<file path="src/rtl/i2cmb_ctrl_pkg.sv">
// Shared IICMB register map, command codes, status bit positions and the
// sequencer's state encodings.
package i2cmb_ctrl_pkg;

  localparam logic [1:0] REG_CSR  = 2'd0;
  localparam logic [1:0] REG_DPR  = 2'd1;
  localparam logic [1:0] REG_CMDR = 2'd2;

  localparam logic [7:0] CSR_ENABLE = 8'hC0;

  typedef enum logic [2:0] {
    CMD_WRITE    = 3'b001,
    CMD_READ_ACK = 3'b010,
    CMD_READ_NAK = 3'b011,
    CMD_START    = 3'b100,
    CMD_STOP     = 3'b101,
    CMD_SET_BUS  = 3'b110
  } cmd_t;

  localparam int unsigned STAT_DON = 7;
  localparam int unsigned STAT_NAK = 6;
  localparam int unsigned STAT_AL  = 5;
  localparam int unsigned STAT_ERR = 4;

  typedef enum logic [2:0] {
    ST_RESET_INIT,
    ST_IDLE,
    ST_START,
    ST_ADDR,
    ST_WDATA,
    ST_RDATA,
    ST_STOP,
    ST_FINISH
  } state_t;

  // Sub-steps shared by every bus-facing state.
  typedef enum logic [1:0] {
    PH_ISSUE,
    PH_WB,
    PH_IRQ,
    PH_BYTE
  } phase_t;

  // What the in-flight Wishbone access was for, so its completion is routed correctly.
  typedef enum logic [1:0] {
    K_SETUP,
    K_CMD,
    K_STAT,
    K_RDDPR
  } kind_t;

  function automatic logic [7:0] cmdr_word(input cmd_t c);
    return {5'b00000, c};
  endfunction

endpackage

</file>
<file path="src/rtl/i2cmb_wb_access.sv">
// Single Wishbone master access: launch on start, hold until ack, then drop
// cyc/stb and pulse done with the captured read data.
module i2cmb_wb_access (
  input  logic       clk,
  input  logic       rst,
  input  logic       start,
  input  logic       we,
  input  logic [1:0] adr,
  input  logic [7:0] wdata,
  output logic       done,
  output logic [7:0] rdata,
  output logic       cyc_o,
  output logic       stb_o,
  output logic       we_o,
  output logic [1:0] adr_o,
  output logic [7:0] dat_o,
  input  logic [7:0] dat_i,
  input  logic       ack_i
);

  always_ff @(posedge clk or posedge rst) begin
    if (rst) begin
      done  <= 1'b0;
      rdata <= '0;
      cyc_o <= 1'b0;
      stb_o <= 1'b0;
      we_o  <= 1'b0;
      adr_o <= '0;
      dat_o <= '0;
    end else begin
      done <= 1'b0;
      if (cyc_o) begin
        if (ack_i) begin
          cyc_o <= 1'b0;
          stb_o <= 1'b0;
          done  <= 1'b1;
          if (!we_o) rdata <= dat_i;
        end
      end else if (start) begin
        cyc_o <= 1'b1;
        stb_o <= 1'b1;
        we_o  <= we;
        adr_o <= adr;
        dat_o <= wdata;
      end
    end
  end

endmodule

</file>
<file path="src/rtl/i2cmb_xfer_sequencer.sv">
// Drives one I2C transfer at a time through an IICMB core: init, START,
// address, data bytes, STOP, with irq-paced command completion.
module i2cmb_xfer_sequencer
  import i2cmb_ctrl_pkg::*;
#(
  parameter int unsigned BUS_ID       = 0,
  parameter int unsigned WAIT_TIMEOUT = 1000000
) (
  input  logic       clk_i,
  input  logic       rst_i,
  input  logic       req_valid_i,
  output logic       req_ready_o,
  input  logic [6:0] req_addr_i,
  input  logic       req_op_i,
  input  logic [5:0] req_len_i,
  input  logic [7:0] wr_data_i,
  input  logic       wr_valid_i,
  output logic       wr_ready_o,
  output logic [7:0] rd_data_o,
  output logic       rd_valid_o,
  output logic       done_o,
  output logic       nak_o,
  output logic       err_o,
  output logic       busy_o,
  output logic       cyc_o,
  output logic       stb_o,
  output logic       we_o,
  output logic [1:0] adr_o,
  output logic [7:0] dat_o,
  input  logic [7:0] dat_i,
  input  logic       ack_i,
  input  logic       irq_i
);

  localparam int unsigned WCW = (WAIT_TIMEOUT < 2) ? 1 : $clog2(WAIT_TIMEOUT + 1);
  localparam logic [WCW-1:0] WAIT_LAST = WCW'(WAIT_TIMEOUT - 1);

  state_t         state;
  phase_t         phase;
  kind_t          kind;
  logic [1:0]     step;
  logic [6:0]     addr_q;
  logic           op_q;
  logic [5:0]     cnt;
  logic [WCW-1:0] wait_cnt;

  logic       wb_start;
  logic       wb_we;
  logic [1:0] wb_adr;
  logic [7:0] wb_wdata;
  logic       wb_done;
  logic [7:0] wb_rdata;

  i2cmb_wb_access u_wb (
    .clk   (clk_i),
    .rst   (rst_i),
    .start (wb_start),
    .we    (wb_we),
    .adr   (wb_adr),
    .wdata (wb_wdata),
    .done  (wb_done),
    .rdata (wb_rdata),
    .cyc_o (cyc_o),
    .stb_o (stb_o),
    .we_o  (we_o),
    .adr_o (adr_o),
    .dat_o (dat_o),
    .dat_i (dat_i),
    .ack_i (ack_i)
  );

  always_ff @(posedge clk_i or posedge rst_i) begin
    if (rst_i) begin
      state       <= ST_RESET_INIT;
      phase       <= PH_ISSUE;
      kind        <= K_SETUP;
      step        <= '0;
      addr_q      <= '0;
      op_q        <= 1'b0;
      cnt         <= '0;
      wait_cnt    <= '0;
      wb_start    <= 1'b0;
      wb_we       <= 1'b0;
      wb_adr      <= '0;
      wb_wdata    <= '0;
      req_ready_o <= 1'b0;
      wr_ready_o  <= 1'b0;
      rd_valid_o  <= 1'b0;
      rd_data_o   <= '0;
      done_o      <= 1'b0;
      nak_o       <= 1'b0;
      err_o       <= 1'b0;
      busy_o      <= 1'b0;
    end else begin
      wb_start   <= 1'b0;
      rd_valid_o <= 1'b0;
      done_o     <= 1'b0;
      case (state)
        ST_IDLE: begin
          if (req_valid_i && req_ready_o) begin
            addr_q      <= req_addr_i;
            op_q        <= req_op_i;
            cnt         <= (req_len_i == 6'd0) ? 6'd1 : req_len_i;
            busy_o      <= 1'b1;
            nak_o       <= 1'b0;
            err_o       <= 1'b0;
            req_ready_o <= 1'b0;
            step        <= '0;
            phase       <= PH_ISSUE;
            state       <= ST_START;
          end
        end
        ST_FINISH: begin
          done_o      <= 1'b1;
          busy_o      <= 1'b0;
          req_ready_o <= 1'b1;
          state       <= ST_IDLE;
        end
        default: begin
          case (phase)
            PH_ISSUE: begin
              wb_start <= 1'b1;
              wb_we    <= 1'b1;
              wb_adr   <= REG_CMDR;
              kind     <= K_CMD;
              phase    <= PH_WB;
              case (state)
                ST_RESET_INIT: begin
                  if (step == 2'd0) begin
                    wb_adr   <= REG_CSR;
                    wb_wdata <= CSR_ENABLE;
                    kind     <= K_SETUP;
                  end else if (step == 2'd1) begin
                    wb_adr   <= REG_DPR;
                    wb_wdata <= 8'(BUS_ID);
                    kind     <= K_SETUP;
                  end else begin
                    wb_wdata <= cmdr_word(CMD_SET_BUS);
                  end
                end
                ST_START: wb_wdata <= cmdr_word(CMD_START);
                ST_ADDR: begin
                  if (step == 2'd0) begin
                    wb_adr   <= REG_DPR;
                    wb_wdata <= {addr_q, op_q};
                    kind     <= K_SETUP;
                  end else begin
                    wb_wdata <= cmdr_word(CMD_WRITE);
                  end
                end
                ST_WDATA: wb_wdata <= cmdr_word(CMD_WRITE);
                ST_RDATA: wb_wdata <= (cnt <= 6'd1) ? cmdr_word(CMD_READ_NAK)
                                                    : cmdr_word(CMD_READ_ACK);
                default:  wb_wdata <= cmdr_word(CMD_STOP);
              endcase
            end
            PH_WB: begin
              if (wb_done) begin
                case (kind)
                  K_SETUP: begin
                    step  <= step + 2'd1;
                    phase <= PH_ISSUE;
                  end
                  K_CMD: begin
                    wait_cnt <= '0;
                    phase    <= PH_IRQ;
                  end
                  K_RDDPR: begin
                    rd_valid_o <= 1'b1;
                    rd_data_o  <= wb_rdata;
                    phase      <= PH_ISSUE;
                    if (cnt > 6'd1) begin
                      cnt <= cnt - 6'd1;
                    end else begin
                      cnt   <= '0;
                      state <= ST_STOP;
                    end
                  end
                  default: begin
                    // Status byte from CMDR decides the next state.
                    step  <= '0;
                    phase <= PH_ISSUE;
                    if (wb_rdata[STAT_AL] || wb_rdata[STAT_ERR]) begin
                      err_o <= 1'b1;
                      state <= ST_FINISH;
                    end else begin
                      case (state)
                        ST_RESET_INIT: begin
                          req_ready_o <= 1'b1;
                          state       <= ST_IDLE;
                        end
                        ST_START: state <= ST_ADDR;
                        ST_ADDR: begin
                          if (wb_rdata[STAT_NAK]) begin
                            nak_o <= 1'b1;
                            state <= ST_STOP;
                          end else if (op_q) begin
                            state <= ST_RDATA;
                          end else begin
                            state      <= ST_WDATA;
                            phase      <= PH_BYTE;
                            wr_ready_o <= 1'b1;
                          end
                        end
                        ST_WDATA: begin
                          if (wb_rdata[STAT_NAK]) begin
                            nak_o <= 1'b1;
                            state <= ST_STOP;
                          end else if (cnt > 6'd1) begin
                            cnt        <= cnt - 6'd1;
                            phase      <= PH_BYTE;
                            wr_ready_o <= 1'b1;
                          end else begin
                            cnt   <= '0;
                            state <= ST_STOP;
                          end
                        end
                        ST_RDATA: begin
                          wb_start <= 1'b1;
                          wb_we    <= 1'b0;
                          wb_adr   <= REG_DPR;
                          wb_wdata <= '0;
                          kind     <= K_RDDPR;
                          phase    <= PH_WB;
                        end
                        default: state <= ST_FINISH;
                      endcase
                    end
                  end
                endcase
              end
            end
            PH_IRQ: begin
              if (irq_i) begin
                wb_start <= 1'b1;
                wb_we    <= 1'b0;
                wb_adr   <= REG_CMDR;
                wb_wdata <= '0;
                kind     <= K_STAT;
                phase    <= PH_WB;
              end else if (wait_cnt == WAIT_LAST) begin
                err_o       <= 1'b1;
                done_o      <= 1'b1;
                busy_o      <= 1'b0;
                req_ready_o <= 1'b1;
                phase       <= PH_ISSUE;
                state       <= ST_IDLE;
              end else begin
                wait_cnt <= wait_cnt + 1'b1;
              end
            end
            default: begin
              if (wr_valid_i && wr_ready_o) begin
                wr_ready_o <= 1'b0;
                wb_start   <= 1'b1;
                wb_we      <= 1'b1;
                wb_adr     <= REG_DPR;
                wb_wdata   <= wr_data_i;
                kind       <= K_SETUP;
                phase      <= PH_WB;
              end
            end
          endcase
        end
      endcase
    end
  end

endmodule
</file>
<file path="config.mk">
export PLATFORM = sky130hd
export DESIGN_NAME = i2cmb_xfer_sequencer
export DESIGN_NICKNAME = d
export VERILOG_FILES = /design/src/rtl/i2cmb_ctrl_pkg.sv /design/src/rtl/i2cmb_wb_access.sv /design/src/rtl/i2cmb_xfer_sequencer.sv
export SDC_FILE = /design/constraint.sdc
export NUM_CORES = 1
export LEC_CHECK = 0
export BUFFER_PORTS_ARGS = -buffer_cell sky130_fd_sc_hd__buf_2
export CAP_MARGIN = 10
export CORE_ASPECT_RATIO = 1.4
export CORE_MARGIN = 1.5
export CORE_UTILIZATION = 58
export DETAILED_ROUTE_END_ITERATION = 12
export PLACE_DENSITY_LB_ADDON = 0.05
export SYNTH_ARGS = -nofsm -noshare
export SYNTH_HDL_FRONTEND = slang
export SYNTH_SLANG_ARGS = --single-unit
export TNS_END_PERCENT = 50
</file>
<file path="constraint.sdc">
create_clock -name clk_i -period 3.1 [get_ports clk_i]
set_input_delay 0.31 -clock clk_i [delete_from_list [all_inputs] [get_ports clk_i]]
set_output_delay 0.31 -clock clk_i [all_outputs]
set_load 0.05 [all_outputs]
</file>
==> flow_summary_export.csv <==
group,metric,value,unit
floorplanning,chipWidth,80.2,µm
floorplanning,die_area,8910,µm²
worst_setup_path,critPathSlowestCell,"a211oi_1",
place,io_buffers,63,
synthesis,yosysTopAreaCellShare,47.5,%
power_and_ir_drop,clock_power_share,18.5,%
final_layout,nFillCells,669,
synthesis,yosys.area_share.simple,19.7,%
synthesis,synthArstFlopShare,100,%
global_routing,grtUsageTotal,27.0,%
synthesis,ys_seq_elements,92,
timing,relSlewSlack,44.2,%
power_and_ir_drop,power_density,1080,nW/µm²
worst_setup_path,crit_top_cell,"nor2_1",
synthesis,synth_nets,535,
status,run_status,"complete, no violations",
timing,fin_crit,2.67,ns
worst_setup_path,path_class,"reg -> reg",
final_layout,num_antenna_cells,0,
worst_hold_path,hold_path_class,"in -> async",
global_routing,grt_max_degree,49,
global_routing,grt_pass1_wl,18.6,mm
synthesis,synthMuxAreaShare,8.81,%
floorplanning,start_util,59.4,%
flow_run,maxCapViolCount,0,
floorplanning,rows,39,
final_layout,layout_commonest_cell,"dfrtp_1",
synthesis,yosysWarningCount,0,
timing,worst_pin_slew,0.836,ns
floorplanning,dieHeight,111,µm
timing,slew_viol_final,0,
synthesis,yosys.area.top_type,"dfrtp_1",
timing,fin_crit_sh,86.1,%
clock_tree,cts_tree,"built",
final_layout,drive_above_1_share,25.6,%
synthesis,synth_area_leaders,"dfrtp_1 (48%), mux2_2 (8.6%), nor2_1 (4.4%)",
clock_tree,cts_resized,0,
final_layout,final_cells,656,
power_and_ir_drop,p_leak,2.51,nW
clock_tree,cts_sinks,92,
timing,setup_viol,0,
worst_setup_path,end_kind,"flip-flop",
power_and_ir_drop,seqPwrFrac,33.3,%
final_layout,regArea,2300,µm²
final_layout,syn_to_final_growth,14.9,%
final_layout,final_nets,596,
place,hpwl,8.18,mm
synthesis,yosysSeqAreaShare,47.5,%
worst_setup_path,startpoint_type,"flip-flop",
timing,finalHoldViolCount,0,
detailed_routing,wl,11.2,mm
worst_setup_path,max_stage_delay,0.49,ns
clock_tree,cts_setup_buffers,0,
global_routing,grt_overflow,0,
synthesis,synthFlopType,"dfrtp_1",
synthesis,synth_edf_count,0,
worst_setup_path,cp.required,3.33,ns
timing,worst_clock_skew,0.00653,ns
detailed_routing,via_per_inst,5.94,
clock_tree,cts_buffers,9,
power_and_ir_drop,intPower,3.32,mW
worst_setup_path,cp_data_arrival_time,2.90,ns
clock_tree,h-tree-depth,3,
worst_setup_path,critPathMaxFanout,16,
clock_tree,hold_buffers,0,
worst_setup_path,worstPathCellList,"inv_1 > ha_1 > nor2_1 > a211oi_1 > nand2_1 > nor2_1 > buf_4 > nor2_1",
floorplanning,core-area,8150,µm²
place,dp.cells,641,
detailed_routing,first_pass_iters,4,
global_routing,antenna_found_initial,0,
final_layout,mostFrequentLayoutCells,"dfrtp_1 (92), buf_2 (63), nor2_1 (57)",
final_layout,multi_input_comb_area,2360,µm²
synthesis,synth_compound_area_share,14.5,%
clock_tree,clkSlewWorstSetupHoldPaths,0.06,ns
power_and_ir_drop,ir_drop,0.730,mV
synthesis,syn_avg_cell_area,9.90,µm²
place,gp_congestion,0.876,
global_routing,grt_pass1_vias,3928,
timing,setup_tns,0,ns
power_and_ir_drop,switchingPower,2.69,mW
synthesis,yosys.cell_types.count,63,
clock_tree,cts_buffer_depth,2,
clock_tree,cts-root-buf,"clkbuf_16",
synthesis,syn_area,4840,µm²
timing,fmax,374,MHz
synthesis,synth_top_family_by_area,"simple AND/OR/NAND/NOR gates",
detailed_routing,drt_iter0_drc,170,
detailed_routing,drcViolationCount,0,
floorplanning,pin_count,64,
detailed_routing,vias,3897,
power_and_ir_drop,combPwrFrac,48.3,%
timing,rsz0062_at_grt,"false",
power_and_ir_drop,switching_share,44.7,%
synthesis,syn_inst,489,
detailed_routing,routedWlPerCell,17.1,µm
detailed_routing,ant_nets,0,
synthesis,synth_xor_area_share,3.26,%
synthesis,synthAdderAreaFrac,2.58,%
clock_tree,insertion_delay,0.35,ns
## per-layer routing
| metal | vias up | track usage, % | wire length (µm) |
|---|---|---|---|
| met1 | 1908 | 31.8 | 4550 |
| met3 | 20 | 5.68 | 446 |
| met5 | - | 0 | 0 |
| met4 | 0 | 11.1 | 242 |
| met2 | 106 | 46.6 | 5980 |
| li1 | 1863 | - | - |
## cell type report
class | instances | share of cell area [%]
multi-input combinational | 356 | 42.5
sequential | 92 | 41.4
timing repair buffer | 73 | 7.24
clock buffer | 9 | 4.05
tap | 102 | 2.29
clock inverter | 6 | 1.30
inverter | 18 | 1.24
## cell families after synthesis
| logic type | count (synthesis) |
|---|---|
| and+or+nand+nor | 184 |
| AOI/OAI and AO/OA | 106 |
| DFF | 92 |
| buffers and inverters | 41 |
| muxes | 38 |
| xor gates and xnor gates | 18 |
| adders and majority gates | 10 |
## sequential cells by signal, summed over array words and instances (netlist names), 2 cells and up
signal / count
step: 2
wait_cnt: 20
phase: 2
rd_data_o: 8
state: 3
u_wb.dat_o: 8
cnt: 6
wb_wdata: 8
addr_q: 7
u_wb.rdata: 8
u_wb.adr_o: 2
wb_adr: 2
kind: 2
## critical path, delay by kind of cell (launching register included)
family | cells | cell delay, ns
AOI/OAI and AO/OA | 1 | 0.49
DFF | 1 | 0.40
and+or+nand+nor | 4 | 0.79
buffers and inverters | 2 | 0.41
adders and majority gates | 1 | 0.47
## power by group through the flow
stage / sequential, mW / clock, mW / combinational, mW
after global placement: 1.99 / 0 / 2.85
after global routing: 2.05 / 1.17 / 3.18
final: 2.00 / 1.11 / 2.90
after detailed placement: 2.01 / 0 / 2.90
after floorplan: 2.38 / 0 / 1.81
after CTS: 1.99 / 1.12 / 2.91
## final timing paths
check | from | endpoint | slack [ns] | depth (start not counted)
worst min-delay path | rst_i | rd_valid_o | 0.10 | 2
worst max-delay path | phase[1] | wait_cnt[11] | 0.43 | 8
worst min register to register | wb_wdata[1] | wb_wdata[1] | 0.48 | 2
worst max register to register | phase[1] | wait_cnt[11] | 0.43 | 8
max in group asynchronous | rst_i | done_o | 2.30 | 3
min in group clk_i | req_op_i | op_q | 0.19 | 2
## cell usage after synthesis (all sizes together) (2+ instances only)
library cell   n
dfrtp         92
nor2          61
nand2         41
mux2          37
o21ai         36
a21oi         18
inv           18
buf           15
xnor2         15
nor3          14
nand3         13
ha            10
a22oi          9
nor4           9
clkbuf         8
a21o           7
and2           7
nand4          7
a211oi         6
a31oi          5
and3           5
nor2b          5
or3b           4
nand2b         3
o31ai          3
or2            3
xor2           3
a211o          2
a221oi         2
a32o           2
a32oi          2
and4           2
nand3b         2
nor4b          2
o21bai         2
or3            2
## metrics by stage
| stage | hold WS (ns) | util, % | instance area, µm² | setup WS (ns) | power, mW |
|---|---|---|---|---|---|
| 3_5_place_dp | 0.470 | 64.6 | 5270 | 0.450 | 4.91 |
| 4_1_cts | 0.128 | 68.3 | 5560 | 0.439 | 6.02 |
| 2_1_floorplan | 0.444 | - | 4840 | 0.398 | 4.19 |
| 5_1_grt | 0.174 | 68.3 | 5560 | 0.124 | 6.40 |
| 3_3_place_gp | 0.460 | 64.6 | 5270 | 0.539 | 4.85 |
| 6_report | 0.102 | 68.3 | 5560 | 0.429 | 6.01 |
Note: power is estimated with default switching activity, not from simulation.
